[src/rtl/fpu_fadd_sub_if.sv]
// Operand/result bundle between the FPU issue logic and the add/sub core.
interface fpu_fadd_sub_if;
    logic        faddsub_en_i;
    logic        faddsub_sel_i;
    logic        faddsub_sign1_i;
    logic [7:0]  faddsub_exp1_i;
    logic [23:0] faddsub_scfnd1_i;
    logic        faddsub_sign2_i;
    logic [7:0]  faddsub_exp2_i;
    logic [23:0] faddsub_scfnd2_i;
    logic        faddsub_sign_o;
    logic [7:0]  faddsub_exp_o;
    logic [22:0] faddsub_frac_o;
    logic [2:0]  faddsub_grs_bit_o;
    logic        faddsub_ready_o;

    modport master (
        output faddsub_en_i, faddsub_sel_i,
        output faddsub_sign1_i, faddsub_exp1_i, faddsub_scfnd1_i,
        output faddsub_sign2_i, faddsub_exp2_i, faddsub_scfnd2_i,
        input  faddsub_sign_o, faddsub_exp_o, faddsub_frac_o,
        input  faddsub_grs_bit_o, faddsub_ready_o
    );

    modport slave (
        input  faddsub_en_i, faddsub_sel_i,
        input  faddsub_sign1_i, faddsub_exp1_i, faddsub_scfnd1_i,
        input  faddsub_sign2_i, faddsub_exp2_i, faddsub_scfnd2_i,
        output faddsub_sign_o, faddsub_exp_o, faddsub_frac_o,
        output faddsub_grs_bit_o, faddsub_ready_o
    );
endinterface

[src/rtl/fpu_fadd_sub.sv]
// Multi-cycle single-precision add/subtract core. Produces an unrounded,
// normalised result with guard/round/sticky bits for the rounding stage.
module fpu_fadd_sub #(
    parameter int         OPERAND_WIDTH     = 32,
    parameter int         EXPONENT_WIDTH    = 8,
    parameter int         FRACTION_WIDTH    = 23,
    parameter int         SIGNIFICAND_WIDTH = FRACTION_WIDTH + 1,
    parameter logic [7:0] BIASING_CONSTANT  = 8'h7F
) (
    input  logic          fpu_clk,
    input  logic          fpu_rst,
    fpu_fadd_sub_if.slave bus
);
    localparam int EW = EXPONENT_WIDTH;
    localparam int FW = FRACTION_WIDTH;
    localparam int SW = SIGNIFICAND_WIDTH;
    localparam int AW = SW + 3;              // aligned field {sig, G, R, S}
    localparam int XW = EW + 2;              // signed internal exponent
    localparam int LW = $clog2(AW + 1);
    localparam logic [EW-1:0]        EXP_ONES   = {BIASING_CONSTANT[EW-2:0], 1'b1};
    localparam logic signed [XW-1:0] EXP_ONES_X = $signed({2'b00, EXP_ONES});
    localparam logic signed [XW-1:0] ONE_X      = $signed({{(XW-1){1'b0}}, 1'b1});
    localparam logic [EW-1:0]        ONE_E      = {{(EW-1){1'b0}}, 1'b1};
    localparam logic [EW-1:0]        AW_E       = EW'(AW);
    localparam logic [FW-1:0]        QNAN_FRAC  = {1'b1, {(FW-1){1'b0}}};

    if (OPERAND_WIDTH != 1 + EXPONENT_WIDTH + FRACTION_WIDTH) begin : g_bad_width
        $error("fpu_fadd_sub: OPERAND_WIDTH does not match exponent and fraction widths");
    end

    typedef enum logic [2:0] {
        ST_IDLE   = 3'd0,
        ST_ALIGN  = 3'd1,
        ST_ADDSUB = 3'd2,
        ST_NORM   = 3'd3,
        ST_DONE   = 3'd4
    } state_t;

    state_t               state_r, state_nxt_s;
    logic                 cap_en_s, align_en_s, add_en_s, norm_en_s, out_en_s;
    logic                 sel_r, sign1_r, sign2_r;
    logic [EW-1:0]        exp1_r, exp2_r;
    logic [SW-1:0]        scfnd1_r, scfnd2_r;
    logic [SW-1:0]        a_sig_r;
    logic [AW-1:0]        b_al_r;
    logic signed [XW-1:0] exp_a_r;
    logic                 sign_r, eff_sub_r, spec_r, spec_nan_r, spec_sign_r;
    logic [AW:0]          sum_r;
    logic                 res_sign_r, out_sign_r, ready_r;
    logic [EW-1:0]        res_exp_r, out_exp_r;
    logic [FW-1:0]        res_frac_r, out_frac_r;
    logic [2:0]           res_grs_r, out_grs_r;

    logic [EW-1:0]        eexp1_s, eexp2_s, eexp_a_s, eexp_b_s, dist_s;
    logic [SW-1:0]        sig_a_s, sig_b_s;
    logic [AW-1:0]        b_field_s, b_shift_s, b_mask_s, b_al_s;
    logic                 swap_s, sign_s, eff_sub_s, spec_s, spec_nan_s, spec_sign_s;
    logic                 inf1_s, inf2_s, nan1_s, nan2_s;
    logic [AW:0]          a_ext_s, b_ext_s, sum_s;
    logic [LW-1:0]        lz_s;
    logic signed [XW-1:0] lz_x_s, limit_s, norm_exp_s;
    logic [XW-1:0]        shamt_s;
    logic [AW-1:0]        mant_s;
    logic                 n_sign_s;
    logic [EW-1:0]        n_exp_s;
    logic [FW-1:0]        n_frac_s;
    logic [2:0]           n_grs_s;

    // Leading-zero count of the pre-normalisation magnitude (priority encoder).
    function automatic logic [LW-1:0] lzc(input logic [AW-1:0] v);
        logic [LW-1:0] n;
        n = LW'(AW);
        for (int i = 0; i < AW; i++) begin
            if (v[i]) n = LW'(AW - 1 - i);
        end
        return n;
    endfunction

    // State register.
    always_ff @(posedge fpu_clk or posedge fpu_rst) begin
        if (fpu_rst) state_r <= ST_IDLE;
        else         state_r <= state_nxt_s;
    end

    // Next state: one step per edge while en is held, any drop of en aborts to IDLE.
    always_comb begin
        state_nxt_s = ST_IDLE;
        if (bus.faddsub_en_i) begin
            case (state_r)
                ST_IDLE:   state_nxt_s = ST_ALIGN;
                ST_ALIGN:  state_nxt_s = ST_ADDSUB;
                ST_ADDSUB: state_nxt_s = ST_NORM;
                ST_NORM:   state_nxt_s = ST_DONE;
                ST_DONE:   state_nxt_s = ST_DONE;
                default:   state_nxt_s = ST_IDLE;
            endcase
        end else begin
            state_nxt_s = ST_IDLE;
        end
    end

    // Stage load strobes decoded from the current state.
    always_comb begin
        cap_en_s   = 1'b0;
        align_en_s = 1'b0;
        add_en_s   = 1'b0;
        norm_en_s  = 1'b0;
        out_en_s   = 1'b0;
        if (bus.faddsub_en_i) begin
            case (state_r)
                ST_IDLE:   cap_en_s   = 1'b1;
                ST_ALIGN:  align_en_s = 1'b1;
                ST_ADDSUB: add_en_s   = 1'b1;
                ST_NORM:   norm_en_s  = 1'b1;
                ST_DONE:   out_en_s   = 1'b1;
                default:   cap_en_s   = 1'b0;
            endcase
        end else begin
            cap_en_s = 1'b0;
        end
    end

    // Operand capture; inputs are ignored once the operation has started.
    always_ff @(posedge fpu_clk or posedge fpu_rst) begin
        if (fpu_rst) begin
            sel_r    <= 1'b0;              sign1_r  <= 1'b0;            sign2_r <= 1'b0;
            exp1_r   <= {EW{1'b0}};        exp2_r   <= {EW{1'b0}};
            scfnd1_r <= {SW{1'b0}};        scfnd2_r <= {SW{1'b0}};
        end else if (cap_en_s) begin
            sel_r    <= bus.faddsub_sel_i;
            sign1_r  <= bus.faddsub_sign1_i;  sign2_r  <= bus.faddsub_sign2_i;
            exp1_r   <= bus.faddsub_exp1_i;   exp2_r   <= bus.faddsub_exp2_i;
            scfnd1_r <= bus.faddsub_scfnd1_i; scfnd2_r <= bus.faddsub_scfnd2_i;
        end
    end

    // Alignment: order by magnitude, shift the smaller operand, classify specials.
    always_comb begin
        if (exp1_r == {EW{1'b0}}) eexp1_s = ONE_E; else eexp1_s = exp1_r;
        if (exp2_r == {EW{1'b0}}) eexp2_s = ONE_E; else eexp2_s = exp2_r;
        swap_s = ({eexp2_s, scfnd2_r} > {eexp1_s, scfnd1_r});
        if (swap_s) begin
            eexp_a_s = eexp2_s; eexp_b_s = eexp1_s; sig_a_s = scfnd2_r; sig_b_s = scfnd1_r;
        end else begin
            eexp_a_s = eexp1_s; eexp_b_s = eexp2_s; sig_a_s = scfnd1_r; sig_b_s = scfnd2_r;
        end
        dist_s    = eexp_a_s - eexp_b_s;
        b_field_s = {sig_b_s, 3'b000};
        b_shift_s = {AW{1'b0}};
        b_mask_s  = {AW{1'b0}};
        if (dist_s >= AW_E) begin
            b_al_s = {{(AW-1){1'b0}}, |sig_b_s};
        end else begin
            b_shift_s = b_field_s >> dist_s;
            b_mask_s  = ~({AW{1'b1}} << dist_s);
            b_al_s    = {b_shift_s[AW-1:1], b_shift_s[0] | (|(b_field_s & b_mask_s))};
        end
        eff_sub_s  = sign1_r ^ sign2_r ^ sel_r;
        sign_s     = swap_s ? (sign2_r ^ sel_r) : sign1_r;
        inf1_s     = (exp1_r == EXP_ONES) && (scfnd1_r[FW-1:0] == {FW{1'b0}});
        inf2_s     = (exp2_r == EXP_ONES) && (scfnd2_r[FW-1:0] == {FW{1'b0}});
        nan1_s     = (exp1_r == EXP_ONES) && (scfnd1_r[FW-1:0] != {FW{1'b0}});
        nan2_s     = (exp2_r == EXP_ONES) && (scfnd2_r[FW-1:0] != {FW{1'b0}});
        spec_s     = (exp1_r == EXP_ONES) || (exp2_r == EXP_ONES);
        spec_nan_s = nan1_s | nan2_s | (inf1_s & inf2_s & eff_sub_s);
        if (spec_nan_s)               spec_sign_s = 1'b0;
        else if (exp1_r == EXP_ONES)  spec_sign_s = sign1_r;
        else                          spec_sign_s = sign2_r ^ sel_r;
    end

    // Alignment stage register.
    always_ff @(posedge fpu_clk or posedge fpu_rst) begin
        if (fpu_rst) begin
            a_sig_r <= {SW{1'b0}}; b_al_r <= {AW{1'b0}}; exp_a_r <= {XW{1'b0}};
            sign_r  <= 1'b0; eff_sub_r <= 1'b0; spec_r <= 1'b0;
            spec_nan_r <= 1'b0; spec_sign_r <= 1'b0;
        end else if (align_en_s) begin
            a_sig_r <= sig_a_s; b_al_r <= b_al_s; exp_a_r <= $signed({2'b00, eexp_a_s});
            sign_r  <= sign_s; eff_sub_r <= eff_sub_s; spec_r <= spec_s;
            spec_nan_r <= spec_nan_s; spec_sign_r <= spec_sign_s;
        end
    end

    // Magnitude add or subtract; A >= B so the difference never goes negative.
    always_comb begin
        a_ext_s = {1'b0, a_sig_r, 3'b000};
        b_ext_s = {1'b0, b_al_r};
        if (eff_sub_r) sum_s = a_ext_s - b_ext_s;
        else           sum_s = a_ext_s + b_ext_s;
    end

    // Add/subtract stage register.
    always_ff @(posedge fpu_clk or posedge fpu_rst) begin
        if (fpu_rst)       sum_r <= {(AW+1){1'b0}};
        else if (add_en_s) sum_r <= sum_s;
    end

    // Normalisation and final result selection (special > zero > overflow > finite).
    always_comb begin
        lz_s    = lzc(sum_r[AW-1:0]);
        lz_x_s  = $signed({{(XW-LW){1'b0}}, lz_s});
        limit_s = exp_a_r - ONE_X;
        shamt_s = {XW{1'b0}};
        if (sum_r[AW]) begin
            mant_s     = {sum_r[AW:2], sum_r[1] | sum_r[0]};
            norm_exp_s = exp_a_r + ONE_X;
        end else if (lz_x_s > limit_s) begin
            // Shift limited so the exponent bottoms out at the subnormal range.
            shamt_s    = limit_s;
            mant_s     = sum_r[AW-1:0] << shamt_s;
            norm_exp_s = {XW{1'b0}};
        end else begin
            shamt_s    = lz_x_s;
            mant_s     = sum_r[AW-1:0] << shamt_s;
            norm_exp_s = exp_a_r - lz_x_s;
        end
        if (spec_r) begin
            n_sign_s = spec_sign_r;
            n_exp_s  = EXP_ONES;
            n_frac_s = spec_nan_r ? QNAN_FRAC : {FW{1'b0}};
            n_grs_s  = 3'b000;
        end else if (sum_r == {(AW+1){1'b0}}) begin
            n_sign_s = 1'b0; n_exp_s = {EW{1'b0}}; n_frac_s = {FW{1'b0}}; n_grs_s = 3'b000;
        end else if (norm_exp_s >= EXP_ONES_X) begin
            n_sign_s = sign_r; n_exp_s = EXP_ONES; n_frac_s = {FW{1'b0}}; n_grs_s = 3'b000;
        end else begin
            n_sign_s = sign_r;
            n_exp_s  = mant_s[AW-1] ? norm_exp_s[EW-1:0] : {EW{1'b0}};
            n_frac_s = mant_s[AW-2:3];
            n_grs_s  = mant_s[2:0];
        end
    end

    // Normalisation stage register.
    always_ff @(posedge fpu_clk or posedge fpu_rst) begin
        if (fpu_rst) begin
            res_sign_r <= 1'b0; res_exp_r <= {EW{1'b0}};
            res_frac_r <= {FW{1'b0}}; res_grs_r <= 3'b000;
        end else if (norm_en_s) begin
            res_sign_r <= n_sign_s; res_exp_r <= n_exp_s;
            res_frac_r <= n_frac_s; res_grs_r <= n_grs_s;
        end
    end

    // Output registers: result published in DONE, held after an abort; ready tracks DONE.
    always_ff @(posedge fpu_clk or posedge fpu_rst) begin
        if (fpu_rst) begin
            out_sign_r <= 1'b0; out_exp_r <= {EW{1'b0}};
            out_frac_r <= {FW{1'b0}}; out_grs_r <= 3'b000; ready_r <= 1'b0;
        end else begin
            ready_r <= out_en_s;
            if (out_en_s) begin
                out_sign_r <= res_sign_r; out_exp_r <= res_exp_r;
                out_frac_r <= res_frac_r; out_grs_r <= res_grs_r;
            end
        end
    end

    assign bus.faddsub_sign_o    = out_sign_r;
    assign bus.faddsub_exp_o     = out_exp_r;
    assign bus.faddsub_frac_o    = out_frac_r;
    assign bus.faddsub_grs_bit_o = out_grs_r;
    assign bus.faddsub_ready_o   = ready_r;
endmodule

[src/flat_wrapper.sv]
// flat-port wrapper written by rule: the top's interface ports become plain ports
module fpu_fadd_sub_flat 
#(
    parameter int         OPERAND_WIDTH     = 32,
    parameter int         EXPONENT_WIDTH    = 8,
    parameter int         FRACTION_WIDTH    = 23,
    parameter int         SIGNIFICAND_WIDTH = FRACTION_WIDTH + 1,
    parameter logic [7:0] BIASING_CONSTANT  = 8'h7F
)
  (fpu_clk, fpu_rst, bus_faddsub_en_i, bus_faddsub_sel_i, bus_faddsub_sign1_i, bus_faddsub_exp1_i, bus_faddsub_scfnd1_i, bus_faddsub_sign2_i, bus_faddsub_exp2_i, bus_faddsub_scfnd2_i, bus_faddsub_sign_o, bus_faddsub_exp_o, bus_faddsub_frac_o, bus_faddsub_grs_bit_o, bus_faddsub_ready_o);
  fpu_fadd_sub_if bus_i ();
  input  logic fpu_clk;
  input  logic fpu_rst;
  input wire logic [$bits(bus_i.faddsub_en_i)-1:0] bus_faddsub_en_i;
  input wire logic [$bits(bus_i.faddsub_sel_i)-1:0] bus_faddsub_sel_i;
  input wire logic [$bits(bus_i.faddsub_sign1_i)-1:0] bus_faddsub_sign1_i;
  input wire logic [$bits(bus_i.faddsub_exp1_i)-1:0] bus_faddsub_exp1_i;
  input wire logic [$bits(bus_i.faddsub_scfnd1_i)-1:0] bus_faddsub_scfnd1_i;
  input wire logic [$bits(bus_i.faddsub_sign2_i)-1:0] bus_faddsub_sign2_i;
  input wire logic [$bits(bus_i.faddsub_exp2_i)-1:0] bus_faddsub_exp2_i;
  input wire logic [$bits(bus_i.faddsub_scfnd2_i)-1:0] bus_faddsub_scfnd2_i;
  output wire logic [$bits(bus_i.faddsub_sign_o)-1:0] bus_faddsub_sign_o;
  output wire logic [$bits(bus_i.faddsub_exp_o)-1:0] bus_faddsub_exp_o;
  output wire logic [$bits(bus_i.faddsub_frac_o)-1:0] bus_faddsub_frac_o;
  output wire logic [$bits(bus_i.faddsub_grs_bit_o)-1:0] bus_faddsub_grs_bit_o;
  output wire logic [$bits(bus_i.faddsub_ready_o)-1:0] bus_faddsub_ready_o;
  assign bus_i.faddsub_en_i = bus_faddsub_en_i;
  assign bus_i.faddsub_sel_i = bus_faddsub_sel_i;
  assign bus_i.faddsub_sign1_i = bus_faddsub_sign1_i;
  assign bus_i.faddsub_exp1_i = bus_faddsub_exp1_i;
  assign bus_i.faddsub_scfnd1_i = bus_faddsub_scfnd1_i;
  assign bus_i.faddsub_sign2_i = bus_faddsub_sign2_i;
  assign bus_i.faddsub_exp2_i = bus_faddsub_exp2_i;
  assign bus_i.faddsub_scfnd2_i = bus_faddsub_scfnd2_i;
  assign bus_faddsub_sign_o = bus_i.faddsub_sign_o;
  assign bus_faddsub_exp_o = bus_i.faddsub_exp_o;
  assign bus_faddsub_frac_o = bus_i.faddsub_frac_o;
  assign bus_faddsub_grs_bit_o = bus_i.faddsub_grs_bit_o;
  assign bus_faddsub_ready_o = bus_i.faddsub_ready_o;
  fpu_fadd_sub #(.OPERAND_WIDTH(OPERAND_WIDTH), .EXPONENT_WIDTH(EXPONENT_WIDTH), .FRACTION_WIDTH(FRACTION_WIDTH), .SIGNIFICAND_WIDTH(SIGNIFICAND_WIDTH), .BIASING_CONSTANT(BIASING_CONSTANT)) u_core (.fpu_clk(fpu_clk), .fpu_rst(fpu_rst), .bus(bus_i));
endmodule
[config.mk]
export PLATFORM = sky130hd
export DESIGN_NAME = fpu_fadd_sub_flat
export DESIGN_NICKNAME = d
export VERILOG_FILES = /design/src/rtl/fpu_fadd_sub_if.sv /design/src/rtl/fpu_fadd_sub.sv /design/src/flat_wrapper.sv
export SDC_FILE = /design/constraint.sdc
export NUM_CORES = 1
export LEC_CHECK = 0
export CAP_MARGIN = 10
export CORE_UTILIZATION = 54
export DETAILED_ROUTE_END_ITERATION = 8
export PLACE_DENSITY = 0.74
export SLEW_MARGIN = 20
export SYNTH_ARGS = -nofsm -noshare
export SYNTH_HDL_FRONTEND = slang
export SYNTH_SLANG_ARGS = --single-unit
[constraint.sdc]
create_clock -name fpu_clk -period 21.9 [get_ports fpu_clk]
set_input_delay 4.38 -clock fpu_clk [delete_from_list [all_inputs] [get_ports fpu_clk]]
set_output_delay 4.38 -clock fpu_clk [all_outputs]
set_load 0.02 [all_outputs]
Word-level counts from Yosys, hierarchy flattened:

Index checks and enable logic that the tools add are counted.

* add/subtract/negate cells: 6
* $lt $le $gt $ge: 4
* eq/ne operators: 6
* shift-type cells: 4
* muxes and demuxes: 67
* bitwise logic cells: 11
* reduce and logical (&&, ||, !) cells: 16

Operators by type and width (count)
* $mux W23: 4
* $mux W27: 3
* $mux W5: 16
* $mux W8: 8
* $mux W24: 2
* $logic_not A23 Y1: 2
* $reduce_bool A23 Y1: 2
* $gt A32 B32 Y1: 1
* $mux W4: 8
* $add A27 B27 Y28: 1
* $logic_not A28 Y1: 1
* $mux W28: 1
* $sub A27 B27 Y28: 1
* $and A27 B27 Y27: 1
* $not A27 Y27: 1
* $reduce_or A27 Y1: 1
* $shl A27 B10 Y27: 1
* $shl A27 B5 Y27: 1
* $shl A27 B8 Y27 const A: 1
* $shr A27 B8 Y27: 1
* $reduce_or A24 Y1: 1
* $mux W10: 2
* $eq A8 B8 Y1 const B: 2
* $logic_not A8 Y1: 2
* 21 further kinds: 50

* bits in registers: 233
* bits of input ports: 70
* output and inout port bits: 36
* word-level logic and storage cells: 140

Longest topological paths before layout:

* depth after elaboration: 34
* depth in mapped cells: 26
* mapped depth without buffers: 23

Worst setup path before layout:

Ideal clock, no wire load.

* path kind: input -> register
* start: input bus_faddsub_en_i
* end: register u_core.exp1_r[0]
* library setup time: 0.125 ns
* arrival time: 5.940 ns
* required time: 21.775 ns
* setup slack: 15.835 ns
* stages: 6
* path buffers: 2
* cell sequence: nor2b_1 nor2b_1 nor2b_1 clkbuf_1 clkbuf_1 mux2_2

* longest elaborated chain between the ends: 1

Ends and longest elaborated chain
* start, declared: RTL line flat_wrapper.sv:14 `input wire logic [$bits(bus_i.faddsub_en_i)-1:0] bus_faddsub_en_i;`
* $mux W1: RTL line fpu_fadd_sub.sv:109 `if (bus.faddsub_en_i) begin`
* end signal, assigned: RTL line fpu_fadd_sub.sv:127 `exp1_r <= {EW{1'b0}}; exp2_r <= {EW{1'b0}};`
* end signal, assigned: RTL line fpu_fadd_sub.sv:132 `exp1_r <= bus.faddsub_exp1_i; exp2_r <= bus.faddsub_exp2_i;`
* end, declared: RTL line fpu_fadd_sub.sv:42 `logic [EW-1:0] exp1_r, exp2_r;`

No other way between the ends.
A chain may end at the register's enable or synchronous reset.

Worst setup path in the final report:

* start: input bus_faddsub_en_i
* end: register u_core.b_al_r[0]

* longest elaborated chain between the ends: 1

Ends and longest elaborated chain
* $mux W1: RTL line fpu_fadd_sub.sv:109
* end signal, assigned: RTL line fpu_fadd_sub.sv:174 `a_sig_r <= {SW{1'b0}}; b_al_r <= {AW{1'b0}}; exp_a_r <= {XW{1'b0}};`
* end signal, assigned: RTL line fpu_fadd_sub.sv:178 `a_sig_r <= sig_a_s; b_al_r <= b_al_s; exp_a_r <= $signed({2'b00, eexp_a_s});`
* end, declared: RTL line fpu_fadd_sub.sv:45 `logic [AW-1:0] b_al_r;`

No other way between the ends.

==> impl_metrics.py <==
metrics = {
    "die": {
        "die_area_um2": 32600,
        "core_area_um2": 31500,
        "die_h_um": 181,
        "ioPinCount": 106,
        "die_w_um": 181,
        "fp-row-count": 65,
        "initial_utilization": 0.548,
    },
    "cells_and_area": {
        "diodes": 0,
        "synthToLayoutAreaGrowth_pct": 12.1,
        "final_layout_size_suffix_gt1_frac": 0.103,
        "final_util": 0.614,
        "final_nets": 2191,
    },
    "detailed_routing": {
        "dr_total_vias": 15374,
        "finalWirelength_um": 49600,
        "drt_first_pass_iters": 5,
        "wl_per_cell_um": 20.3,
        "vias_per_cell": 6.29,
        "drc": 0,
        "first_iter_violations": 1185,
        "ant_nets": 0,
    },
    "setup_path": {
        "endpoint": "u_core.b_al_r[0]",
        "crit_fanout": 91,
        "worstSetupEndpointType": "flip-flop",
        "timing.rr.end": "u_core.b_al_r[0]",
        "criticalPathCategory": "in -> reg",
        "cp_cell_sequence": "clkdlybuf4s50_1 > nor2b_1 > nand2_1 > nor2_4 > buf_4 > nand4_2 > a2111oi_0 > and4_1 > a221oi_2",
        "startpoint": "bus_faddsub_en_i",
        "crit_arrival_ps": 7310,
        "cpMaxStageDelayCell": "buf_4",
        "cpPeakStageDelay_ps": 660,
        "r2r-start": "u_core.exp1_r[4]",
        "required_ps": 22290,
        "startpoint_type": "primary input",
        "r2r_slack_ps": 15280,
        "r2r_cells": 21,
    },
    "logic_synthesis": {
        "yosysUniqueCellTypes": 97,
        "synth_area_per_cell_um2": 8.62,
        "synth_flop_cell": "dfrtp_1",
        "yosys_warnings": 0,
        "syn_inst": 2001,
        "syn-num-nets": 2167,
        "synth-edff-count": 0,
        "yosysSeqAreaShare": 0.338,
        "ys_async_sr_fraction": 1.00,
        "syn-cell-area_um2": 17200,
        "ys_seq_elements": 233,
    },
    "hold_path": {
        "worstHoldPathType": "reg -> reg",
        "whs_path_depth": 2,
    },
    "pwr": {
        "seqPwrFrac": 0.228,
        "power_leakage_nw": 8.29,
        "switching_share": 0.496,
        "power.switching_mw": 1.66,
        "combPwrFrac": 0.636,
        "power_density_nw_per_um2": 173,
        "p_int_mw": 1.69,
        "clkPwrFrac": 0.136,
        "peakVddDrop_v": 0.0000907,
    },
    "clock_network": {
        "cts_resized": 0,
        "cts_htree_levels": 1,
        "clkTransAtPathRegs_ps": 60,
        "cts_max_path_buffers": 3,
        "postCtsHoldBufs": 0,
        "post_cts_buffers": 0,
        "cts_tree": "built",
        "cts-root-buf": "clkbuf_16",
        "worstSkewPairLatency_ps": 540,
        "cts_made_buffers": 27,
        "cts_num_sinks": 233,
    },
    "global_routing": {
        "grt_pass1_wl_um": 80000,
        "antenna_found_initial": 0,
        "grt_usage": 0.304,
        "grt_pass1_vias": 14967,
        "grt_overflow": 0,
        "grt_max_degree": 102,
    },
    "timing": {
        "fin_worst_skew_ps": 15.8,
        "post-route-min-period_ps": 6920,
        "slew_violations": 0,
        "fin_tns_setup_ps": 0,
        "finalHoldViolations": 0,
        "slew_headroom": 0.285,
        "fmax_mhz": 145,
        "finalCritPeriodShare": 0.316,
        "tightest_slew_ps": 1070,
        "setup_viol": 0,
        "rsz0062_at_grt": "no",
    },
    "place": {
        "dp_hpwl_um": 37300,
        "io_buffers": 105,
        "place_congestion": 0.950,
    },
    "run_status": {
        "outcome": "finished, final reports clean",
    },
    "run": {
        "max-cap-violations": 0,
    },
}
==> cell usage in the layout, fill, tap and decap left out, types with 17 or more instances in the layout <==
| cell type | instances |
|---|---|
| nand2_1 | 255 |
| dfrtp_1 | 233 |
| nor2_1 | 142 |
| o21ai_0 | 142 |
| a21oi_1 | 123 |
| clkdlybuf4s50_1 | 105 |
| inv_1 | 104 |
| mux2i_1 | 99 |
| ha_1 | 94 |
| mux2_2 | 83 |
| nor3_1 | 62 |
| a31oi_1 | 43 |
| nand3_1 | 38 |
| xnor2_1 | 28 |
| clkbuf_16 | 27 |
| o22ai_1 | 24 |
| nor4_1 | 21 |
| a211oi_1 | 20 |
| buf_4 | 20 |
| o211ai_1 | 18 |
| a22o_1 | 17 |
==> flip-flops by register name (all words and copies together) (netlist names), 3 cells and up <==
register and count:
u_core.res_grs_r 3, u_core.exp_a_r 8, u_core.exp1_r 8, u_core.bus.faddsub_exp_o 8
u_core.bus.faddsub_frac_o 23, u_core.exp2_r 8, u_core.bus.faddsub_grs_bit_o 3, u_core.a_sig_r 24
u_core.scfnd2_r 24, u_core.scfnd1_r 24, u_core.state_r 3, u_core.res_exp_r 8
u_core.res_frac_r 23, u_core.sum_r 28, u_core.b_al_r 27
==> synthesized netlist by cell type, drive strengths merged, types with 14 or more instances <==
cell type,instances,area (µm²)
nand3,40,205
nor2,144,543
dfrtp,233,5830
or3,14,87.6
nand2,256,961
o21ai,150,751
a21oi,123,616
buf,40,228
xnor2,29,262
a31oi,44,275
nand4,16,106
clkbuf,91,342
and2,15,98.9
nor2b,17,106
a21o,16,120
a211oi,23,188
mux2,83,935
mux2i,100,1010
nor4,21,131
o211ai,21,181
nor3,63,315
o22ai,25,163
o31ai,17,141
ha,94,1180
a22o,17,149
inv,105,394
==> cell type report <==
type / count / area, µm²
fill: 2726 / 12100
inverter: 105 / 402
clock inverter: 8 / 100
multi-input combinational: 1532 / 10500
timing repair buffer: 126 / 1210
sequential: 233 / 5830
clock buffer: 39 / 801
tap: 402 / 503
==> cells by family (layout without fill, tap and decap cells) <==
| kind of cell | Yosys count | in the layout | share of synthesized area |
|---|---|---|---|
| muxes | 192 | 192 | 0.125 |
| adders and majority gates | 98 | 98 | 0.0718 |
| AOI/OAI and AO/OA | 566 | 566 | 0.218 |
| buffers and inverters | 236 | 278 | 0.0559 |
| xor gates and xnor gates | 38 | 38 | 0.0202 |
| and+or+nand+nor | 638 | 638 | 0.171 |
| DFF | 233 | 233 | 0.338 |
==> metrics by stage <==
stage               instances  total power, mW  setup slack (ps)  hold slack, ps  instance area, µm²
floorplan                2001             2.30             11130             433               17200
global placement         2398             2.81             14660             464               18400
detailed placement       2398             2.85             14560             476               18400
CTS                      2445             3.31             15100             491               19300
global route             2445             3.57             14800             522               19300
finish                   2445             3.35             14980             487               19300
==> worst min-delay path by stage <==
stage	from	endpoint	slack, ps
floorplan	u_core.res_frac_r[17]	u_core.res_frac_r[17]	430
CTS	u_core.spec_sign_r	u_core.spec_sign_r	490
global placement	u_core.res_sign_r	u_core.res_sign_r	460
finish	u_core.res_frac_r[17]	u_core.res_frac_r[17]	490
detailed placement	u_core.spec_sign_r	u_core.spec_sign_r	480
global route	u_core.res_frac_r[17]	u_core.res_frac_r[17]	520
==> power groups by stage <==
| stage | clock (mW) | sequential, mW | combinational [mW] |
|---|---|---|---|
| after floorplan | 0 | 0.685 | 1.61 |
| after CTS | 0.462 | 0.757 | 2.10 |
| after global routing | 0.480 | 0.780 | 2.31 |
| after global placement | 0 | 0.759 | 2.05 |
| after detailed placement | 0 | 0.764 | 2.08 |
| final | 0.454 | 0.763 | 2.13 |
==> per-layer routing <==
metal  GRT usage  wire, µm  up-vias
met2       0.508     23400      523
li1            -         -     7309
met3      0.0340      2460      122
met1       0.399     21600     7420
met5           0         0        -
met4       0.129      2130        0
==> critical path, delay by kind of cell <==
kind            cells  cell delay (ps)
simple gates        5             1210
buf+inv             2             1130
compound gates      2              500
Power figures use the tool's default switching activity.
